--- src/rtl/ifetch_unit.sv ---
// Instruction fetch stage: issues one imem read per instruction and latches the word into IR.
// Handles redirect flushes and response timeouts, with at most one request outstanding.
module ifetch_unit #(
    parameter logic [31:0] RESET_PC = 32'h0000_3000,
    parameter int          TIMEOUT  = 16
) (
    input  logic        clk,
    input  logic        rst,
    input  logic [31:0] pc_i,
    input  logic        flush,
    output logic        imem_req,
    output logic [31:0] imem_addr,
    input  logic        imem_rvalid,
    input  logic [31:0] imem_rdata,
    output logic [31:0] ir_o,
    output logic [31:0] ir_pc_o,
    output logic        ir_valid,
    input  logic        ir_ready,
    output logic        pc_adv,
    output logic        fetch_err
);

    localparam int CW = $clog2(TIMEOUT + 1);

    typedef enum logic [2:0] {
        S_IDLE,
        S_ISSUE,
        S_WAIT,
        S_HOLD,
        S_DRAIN,
        S_ERR
    } state_t;

    state_t        state;
    logic [31:0]   addr_q;
    logic [CW-1:0] cnt;
    logic          aligned;

    assign aligned   = (pc_i[1:0] == 2'b00);
    assign imem_req  = (state == S_ISSUE) && aligned;
    assign imem_addr = (state == S_ISSUE) ? pc_i : addr_q;
    assign pc_adv    = ir_valid & ir_ready & ~flush;

    always_ff @(posedge clk) begin
        if (rst) begin
            state     <= S_IDLE;
            addr_q    <= 32'h0;
            ir_o      <= 32'h0;
            ir_pc_o   <= RESET_PC;
            ir_valid  <= 1'b0;
            fetch_err <= 1'b0;
            cnt       <= '0;
        end else begin
            case (state)
                S_IDLE: begin
                    ir_valid <= 1'b0;
                    state    <= flush ? S_IDLE : S_ISSUE;
                end
                S_ISSUE: begin
                    addr_q <= pc_i;
                    cnt    <= '0;
                    // A request already on the bus must be drained even when flushed
                    if (!aligned) begin
                        if (flush) begin
                            state <= S_IDLE;
                        end else begin
                            state     <= S_ERR;
                            fetch_err <= 1'b1;
                        end
                    end else begin
                        state <= flush ? S_DRAIN : S_WAIT;
                    end
                end
                S_WAIT: begin
                    if (flush) begin
                        cnt   <= '0;
                        state <= imem_rvalid ? S_IDLE : S_DRAIN;
                    end else if (imem_rvalid) begin
                        ir_o     <= imem_rdata;
                        ir_pc_o  <= addr_q;
                        ir_valid <= 1'b1;
                        state    <= S_HOLD;
                    end else if (cnt == CW'(TIMEOUT - 1)) begin
                        state     <= S_ERR;
                        fetch_err <= 1'b1;
                    end else begin
                        cnt <= cnt + 1'b1;
                    end
                end
                S_HOLD: begin
                    if (flush || ir_ready) begin
                        ir_valid <= 1'b0;
                        state    <= S_IDLE;
                    end
                end
                S_DRAIN: begin
                    // The owed response retires the drain even if another flush arrives with it
                    if (imem_rvalid) begin
                        state <= S_IDLE;
                    end else if (cnt == CW'(TIMEOUT - 1)) begin
                        state     <= S_ERR;
                        fetch_err <= 1'b1;
                    end else begin
                        cnt <= cnt + 1'b1;
                    end
                end
                S_ERR: begin
                    ir_valid  <= 1'b0;
                    fetch_err <= 1'b1;
                end
                default: state <= S_IDLE;
            endcase
        end
    end

endmodule

--- config.mk ---
export PLATFORM = sky130hd
export DESIGN_NAME = ifetch_unit
export DESIGN_NICKNAME = d
export VERILOG_FILES = /design/src/rtl/ifetch_unit.sv
export SDC_FILE = /design/constraint.sdc
export NUM_CORES = 1
export LEC_CHECK = 0
export BUFFER_PORTS_ARGS = -buffer_cell sky130_fd_sc_hd__buf_2
export CORE_MARGIN = 8
export CORE_UTILIZATION = 35
export CTS_CLUSTER_DIAMETER = 100
export DETAILED_ROUTE_END_ITERATION = 6
export GPL_TIMING_DRIVEN = 0
export HOLD_SLACK_MARGIN = 0.02
export PLACE_DENSITY = 0.6
export SLEW_MARGIN = 0
export SYNTH_ARGS = -nofsm -noshare
export SYNTH_HDL_FRONTEND = slang
export SYNTH_SLANG_ARGS = --single-unit
--- constraint.sdc ---
create_clock -name clk -period 2.1 [get_ports clk]
set_input_delay 0.105 -clock clk [delete_from_list [all_inputs] [get_ports clk]]
set_output_delay 0.105 -clock clk [all_outputs]
set_load 0.05 [all_outputs]
After elaboration in Yosys (flattened, before gate mapping)

Cells that the tools add are included.

Register bits after elaboration: 106
Bits in latches: 0
RAM bits: 0
ROM bits: 0
Bits of input ports: 69
Output and inout port bits: 100
Word-level logic and storage cells: 61
Memories: 0

$add $sub $neg: 1
$mul: 0
Div/mod/pow operators: 0
Magnitude comparators: 0
Eq/ne operators: 11
Shift-type cells: 0
Mux-type cells: 26
Bitwise operators: 4
Reduce and logical (&&, ||, !) cells: 12

Operators with widths:

| operator                                      | number |
|---|---|
| two-way mux 32 bit                            | 1 |
| two-way mux 3 bit                             | 9 |
| one-hot mux 3 bit (6 select lines)            | 1 |
| two-way mux 5 bit                             | 3 |
| one-hot mux 5 bit (3 select lines)            | 1 |
| != test 2 bit, second input constant          | 5 |
| two-way mux 1 bit                             | 9 |
| AND reduction 4 bit                           | 2 |
| == test 3 x 2 -> 1 bit, second input constant | 2 |
| == test 3 bit, second input constant          | 2 |
| nonzero test 3 bit                            | 2 |
| adder 5 x 1 -> 5 bit, second input constant   | 1 |
| == test 5 x 4 -> 1 bit, second input constant | 1 |
| one-hot mux 1 bit (4 select lines)            | 1 |
| nonzero test 4 bit                            | 1 |
| == test 3 x 1 -> 1 bit, second input constant | 1 |
| zero test 3 bit                               | 1 |
| one-hot mux 1 bit (3 select lines)            | 1 |
| AND reduction 3 bit                           | 1 |
| AND 1 bit                                     | 2 |
| zero test 2 bit                               | 1 |
| inverter 1 bit                                | 2 |
| AND reduction 2 bit                           | 1 |
| OR reduction 2 bit                            | 1 |
| 2 further kinds                               | 2 |

Longest topological paths before layout

Gate-level depths: netlist (run 1).

Word-level depth: 5
Depth in mapped cells: 7
Mapped depth without buffers: 7

Least setup slack after synthesis (run 1)

OpenSTA, ideal clock, no wires.

Kind: register -> register
Start point: register state[1]
End point: register addr_q[24]
Setup time: 0.128 ns
Arrival time: 1.690 ns
Data required time: 1.972 ns
Setup slack: 0.282 ns
Stages on the path, launching flop included: 6
Path buffers: 1
Period minus slack after synthesis: 1.818 ns
Cells stage by stage: dfxtp_1 -> nand2b_1 -> nor2_1 -> buf_2 -> mux2_1 -> nor2b_1

Cells in the longest elaborated chain, start to end: 2

RTL lines:

| what                     | line | source |
|---|---|---|
| start: declaration       | 34   | `state_t state;` |
| start signal: assignment | 57   | `state <= flush ? S_IDLE : S_ISSUE;` |
| start signal: assignment | 71   | `state <= flush ? S_DRAIN : S_WAIT;` |
| start signal: assignment | 77   | `state <= imem_rvalid ? S_IDLE : S_DRAIN;` |
| == test 3 x 1 -> 1 bit   | -    |  |
| two-way mux 32 bit       | -    |  |
| via imem_addr[24]        | 12   | `output logic [31:0] imem_addr,` |
| end signal: assignment   | 60   | `addr_q <= pc_i;` |
| end: declaration         | 35   | `logic [31:0] addr_q;` |

The timed path passes the listed nets, and every way through them passes these cells.
A chain may end at the register's enable or synchronous reset.

Worst setup path after layout (run 1)

Start point: register state[0]
End point: output imem_addr[12]

Cells in the longest elaborated chain, start to end: 2

RTL lines:

| what                   | line | source |
|---|---|---|
| == test 3 x 1 -> 1 bit | 41   | `assign imem_addr = (state == S_ISSUE) ? pc_i : addr_q;` |
| two-way mux 32 bit     | -    |  |
| end: declaration       | 12   |  |

No other way between the ends.

==> results.yml, run 1 <==
worst_setup_path:
  critPathRequiredTime_ps: 2000
  ff2ff_setup_slack_ps: 220
  start_kind: "flop"
  r2r-end: "ir_o[6]"
  critPathKind: "reg2out"
  cp.arrival_ps: 1870
  reg2reg_depth: 6
  worstReg2RegStart: "state[2]"
  crit_fanout: 10
  cp-end-kind: "output pin"
synth:
  synth-simple-area-share: 0.223
  synth_xor_xnor_area_share: 0.00214
  syn_area_per_cell_um2: 8.73
  syn-cell-area_um2: 4090
  yosysSeqAreaShare: 0.519
  ys_warn_count: 0
  post_synth_fa_ha_maj_area_fraction: 0.00918
  synth_nets: 540
  synthMuxAreaShare: 0.0906
  ys_ff_latch: 106
  synth_compound_area_frac: 0.115
  synth_top_family_by_area: "simple AND/OR/NAND/NOR gates"
  netlist_instances: 468
  synth_cell_types: 36
timing:
  rsz0062_at_grt: "false"
  period_needed_ps: 1980
  finalCritPeriodShare: 0.942
  fin_skew_ps: 9.41
  max_freq_mhz: 505
  setup_violations: 0
  slew_viol_final: 0
  relSlewSlack: 0.480
  hold_ws_ps: 30.3
  finalHoldViolCount: 0
  worst_pin_slew_ps: 769
  tns_ps: 0
min_path:
  holdPathEnd: "ir_o[6]"
  worstHoldPathCells: 3
  hold_start: "imem_rdata[6]"
  hold_path.class: "in2reg"
cells_and_area:
  antenna_cells: 0
  final_cell_mix: "buf_2, nand2_1, dfxtp_1, a21oi_1, nor2b_1"
  area_growth_pct: 40.9
  final-instance-count-excl-fill: 827
  nets: 752
  final_common_cell: "buf_2"
  n_fill_cell: 1106
  final_layout_size_suffix_gt1_frac: 0.345
outcome:
  status: "finished, final reports clean"
global_routing:
  grt-ovfl-total: 0
  antenna_found_initial: 0
  track_usage: 0.154
  grt_pass1_wl_um: 18900
  grt_max_degree: 17
  grt_pass1_vias: 3896
floorplanning:
  num_rows: 39
  ios: 169
  die_w_um: 124
  core_area_um2: 11400
  fp.dieH_um: 124
  die-area_um2: 15400
  start_util: 0.358
clock_network:
  htree_levels: 3
  cts_tree: "done"
  clk_path_buf_depth: 2
  clock_sinks: 106
  insertion_delay_ps: 340
  clk_pin_slew_worst_paths_ps: 60
  cts_buffers: 9
  cts-root-buf: "clkbuf_16"
placement:
  place_inst: 779
  portBuffers: 168
  globalplace.congestion: 0.805
  dp.final_hpwl_um: 9150
route:
  ant_nets: 0
  drt_wl_total_um: 12200
  wl_per_cell_um: 14.7
  via_count: 3849
  drc: 0
  drt_iter0_markers: 187
  via_per_inst: 4.65
  dr.pass1.iters: 4
power_and_ir_drop:
  ir_drop_uv: 445
  p_comb_frac: 0.160
  p_per_area_nw_per_um2: 773
  p_sw_mw: 1.18
  p_leak_nw: 2.56
  clkPwrFrac: 0.372
  p_sw_frac: 0.265
  internal-power_mw: 3.27
  power_frac_seq: 0.468
  p_total_mw: 4.45
job:
  maxCapViolCount: 0
## power by group through the flow
stage	Sequential (mW)	Clock, mW	Combinational (mW)
2_1_floorplan	2.13	0	0.462
3_3_place_gp	2.13	0	0.649
3_5_place_dp	2.13	0	0.655
4_1_cts	2.08	1.70	0.707
5_1_grt	2.09	1.78	0.761
6_report	2.08	1.66	0.711
## logic make-up (layout without fill, tap and decap cells)
logic type,Yosys count,in the layout
compound gates,89,89
buf+inv,35,251
simple gates,201,201
fa+ha+maj,3,3
flops,106,106
mux,33,33
xor+xnor,1,1
## synthesized netlist by cell type
library cell  number  area (µm²)
ha_1               3        37.5
nand3b_1           3        22.5
nor2_1            13        48.8
mux2i_1            1        10.0
dfxtp_1          106        2120
xnor2_1            1        8.76
nand4b_1           2        17.5
nor4bb_1           1        10.0
o21bai_1           1        7.51
and3_1             1        6.26
or3b_2             1        8.76
a211oi_1           1        7.51
mux2_1             4        45.0
a21oi_1           71         355
o32a_1             1        10.0
or3_1              1        6.26
nand3_1            1        5.00
nand4_1            3        18.8
or4b_4             1        13.8
nor2b_1           33         206
clkbuf_1          13        48.8
a31oi_1            3        18.8
inv_1              4        15.0
or2_2              1        6.26
o21ai_0            8        40.0
or2_1              1        6.26
a2bb2oi_1          1        8.76
o22ai_1            1        6.26
nand2_1          133         499
a21o_1             1        7.51
o21ba_2            1        10.0
nand2b_1           4        25.0
buf_2             13        65.1
nor3_1             2        10.0
buf_4              5        37.5
mux2_2            28         315
## worst max-delay path by stage
stage,from,slack [ps],to,cells past startpoint
final,state[0],120,imem_addr[12],5
after global routing,state[0],20,imem_addr[1],5
after CTS,state[1],30,imem_addr[29],5
after detailed placement,state[1],60,imem_addr[29],5
after global placement,state[0],70,imem_addr[29],5
after floorplan,state[1],280,addr_q[24],5
## timing repair
item,CTS,global route
resized for setup,5,4
setup endpoints to repair,30,30
endpoints found under the hold margin,31,0
hold buffers,31,0
buffers inserted,0,2
pin swaps,0,1
## routing by layer
metal / global-route usage / part of all wire / vias to the layer above
li1: - / - / 1968
met1: 0.192 / 0.44 / 1747
met2: 0.253 / 0.46 / 125
met3: 0.0372 / 0.086 / 9
met4: 0.0535 / 0.012 / 0
met5: 0 / 0 / -
## cell type report
type	count	area, µm²	share of cell area
Buffer	31	170	0.0295
Clock buffer	11	243	0.0421
Clock inverter	4	51.3	0.00891
Inverter	4	15.0	0.00261
Multi-Input combinational cell	327	1810	0.315
Sequential cell	106	2120	0.368
Tap cell	143	179	0.0311
Timing Repair Buffer	201	1170	0.202
## metrics by stage
stage / worst slack, ps / util / cell area [µm²]
after floorplan: 282 / - / 4090
final: 122 / 0.504 / 5760
after global routing: 24.7 / 0.504 / 5760
after global placement: 74.7 / 0.447 / 5110
after detailed placement: 64.1 / 0.447 / 5110
after CTS: 27.7 / 0.502 / 5730
## worst max-delay path, stage by stage, from the launching register on
cell      delay [ps]
dfxtp_1          430
nand2b_4         100
nor2_4           240
buf_6            190
mux2_2           360
buf_2            220
## sequential cells by signal (all words and copies together) (netlist names)
name	flops
addr_q	32
ir_pc_o	32
cnt	5
ir_valid	1
ir_o	32
fetch_err	1
state	3
(Power assumes the default switching activity.)
==> run 2: changes to the inputs <==
--- a/config.mk
+++ b/config.mk
@@ -7,12 +7,12 @@
 export LEC_CHECK = 0
 export BUFFER_PORTS_ARGS = -buffer_cell sky130_fd_sc_hd__buf_2
 export CORE_MARGIN = 8
-export CORE_UTILIZATION = 35
+export CORE_UTILIZATION = 48
 export CTS_CLUSTER_DIAMETER = 100
 export DETAILED_ROUTE_END_ITERATION = 6
 export GPL_TIMING_DRIVEN = 0
 export HOLD_SLACK_MARGIN = 0.02
-export PLACE_DENSITY = 0.6
+export PLACE_DENSITY = 0.79
 export SLEW_MARGIN = 0
 export SYNTH_ARGS = -nofsm -noshare
 export SYNTH_HDL_FRONTEND = slang
==> constraint.sdc (replaced) <==
create_clock -name clk -period 2.1 [get_ports clk]
set_input_delay 0.105 -clock clk [delete_from_list [all_inputs] [get_ports clk]]
set_output_delay 0.105 -clock clk [all_outputs]
set_load 0.1 [all_outputs]
==> run 2 against run 1 <==
Compared with the run above: combinational power increased by 42%; sequential share of layout area increased by 0.48 points; non-clock buffer count unchanged; maximum frequency decreased by 1.9%; worst setup slack got worse by 39 ps; sequential power about the same; utilization increased by 18 points; wire length increased by 1.5%; worst hold slack improved by 75 ps; critical path type unchanged; register-to-register slack got worse by 50 ps; clock power decreased by 26%; clock skew increased by 4.6 ps.
==> results.yml, run 2 (synthesized netlist as in run 1, its figures left out) <==
power_and_ir_drop:
  ir_drop_uv: 581
  p_comb_frac: 0.234
  power_frac_seq: 0.482
  p_total_mw: 4.33
  clkPwrFrac: 0.284
  p_leak_nw: 2.53
  p_per_area_nw_per_um2: 760
  p_sw_frac: 0.337
  internal-power_mw: 2.87
  p_sw_mw: 1.46
timing:
  setup_violations: 0
  worst_pin_slew_ps: 739
  finalHoldViolCount: 0
  tns_ps: 0
  fin_skew_ps: 14.0
  hold_ws_ps: 105
  max_freq_mhz: 496
  relSlewSlack: 0.501
  period_needed_ps: 2020
  slew_viol_final: 0
  finalCritPeriodShare: 0.961
  fin_ws_ps: 82.5
worst_setup_path:
  reg2reg_depth: 6
  crit_fanout: 10
  cp.arrival_ps: 1910
  cp-end-kind: "output pin"
  start_kind: "flop"
  ff2ff_setup_slack_ps: 170
  critPathKind: "reg2out"
  worstReg2RegStart: "state[2]"
  critPathRequiredTime_ps: 2000
  r2r-end: "ir_pc_o[6]"
floorplanning:
  die-area_um2: 11700
  die_w_um: 108
  fp.dieH_um: 108
  num_rows: 33
  core_area_um2: 8260
  start_util: 0.495
  ios: 169
placement:
  portBuffers: 168
  globalplace.congestion: 0.805
  pre_cts_slack_ps: 93.2
  dp.final_hpwl_um: 9130
global_routing:
  grt_pass1_vias: 3966
  grt_pass1_wl_um: 19200
  antenna_found_initial: 0
  grt-ovfl-total: 0
  track_usage: 0.202
  grt_max_degree: 19
clock_network:
  clock_sinks: 106
  cts_buffers: 9
  cts_tree: "done"
  insertion_delay_ps: 350
  clk_path_buf_depth: 2
  htree_levels: 3
  clk_pin_slew_worst_paths_ps: 110
  cts-root-buf: "clkbuf_8"
cells_and_area:
  final_common_cell: "buf_2"
  top_regs: "addr_q: 32 flops, ir_o: 32 flops, ir_pc_o: 32 flops"
  final_layout_size_suffix_gt1_frac: 0.349
  final_core_utilization: 0.689
  nets: 752
  final_cell_mix: "buf_2, nand2_1, dfxtp_1, a21oi_1, nor2b_1"
  antenna_cells: 0
  area_growth_pct: 39.2
route:
  via_per_inst: 4.96
  dr.pass1.iters: 4
  drt_iter0_markers: 102
  drc: 0
  ant_nets: 0
  wl_per_cell_um: 15.6
  drt_wl_total_um: 12300
  via_count: 3919
min_path:
  worstHoldPathCells: 3
  hold_start: "pc_i[8]"
  hold_path.class: "in2reg"
  holdPathEnd: "addr_q[8]"
job:
  maxCapViolCount: 0
outcome:
  status: "finished, final reports clean"
run 2: worst max path at each step:
stage	startpoint	endpoint	slack (ps)	depth (start not counted)
finish	state[1]	imem_addr[9]	80	5
global placement	state[0]	imem_addr[12]	120	5
global route	state[1]	imem_addr[9]	-9	5
floorplan	state[1]	addr_q[24]	30	5
CTS	state[0]	imem_addr[2]	10	5
detailed placement	state[0]	imem_addr[13]	90	5
run 2: power by group through the flow:
| stage | clock [mW] | sequential, mW | combinational [mW] |
|---|---|---|---|
| floorplan | 0 | 2.14 | 0.719 |
| global placement | 0 | 2.13 | 0.909 |
| detailed placement | 0 | 2.13 | 0.918 |
| CTS | 1.25 | 2.08 | 0.992 |
| global route | 1.34 | 2.09 | 1.06 |
| finish | 1.23 | 2.08 | 1.01 |
run 2: critical path, stage by stage, from the launching register on:
cell      delay, ps
dfxtp_1         350
nand2b_4        170
nor2_4          170
buf_4           220
mux2_2          370
clkbuf_4        280
run 2: cell type report:
class,count,area [µm²]
Buffer,31,163
Clock buffer,11,151
Clock inverter,5,46.3
Fill cell,659,2570
Inverter,4,15.0
Multi-Input combinational cell,327,1820
Sequential cell,106,2120
Tap cell,105,131
Timing Repair Buffer,201,1240
run 2: through the flow:
step / cell area (µm²) / cells
5_1_grt: 5690 / 790
3_5_place_dp: 5060 / 741
2_1_floorplan: 4090 / 468
6_report: 5690 / 790
4_1_cts: 5640 / 790
3_3_place_gp: 5060 / 741
run 2: timing repair:
item / CTS / global route
pin swaps: 1 / 0
resized for setup: 18 / 29
endpoints found under the setup margin: 30 / 20
setup buffers: 1 / 0
hold buffers: 32 / 0
hold endpoints to repair: 32 / 0
run 2: per-layer routing:
layer,wire [µm],track usage,share of wire,vias to the layer above
met3,1120,0.0619,0.091,9
met5,0,0,0,-
met1,4930,0.231,0.40,1799
li1,-,-,-,1965
met4,104,0.0489,0.0084,0
met2,6190,0.359,0.50,146
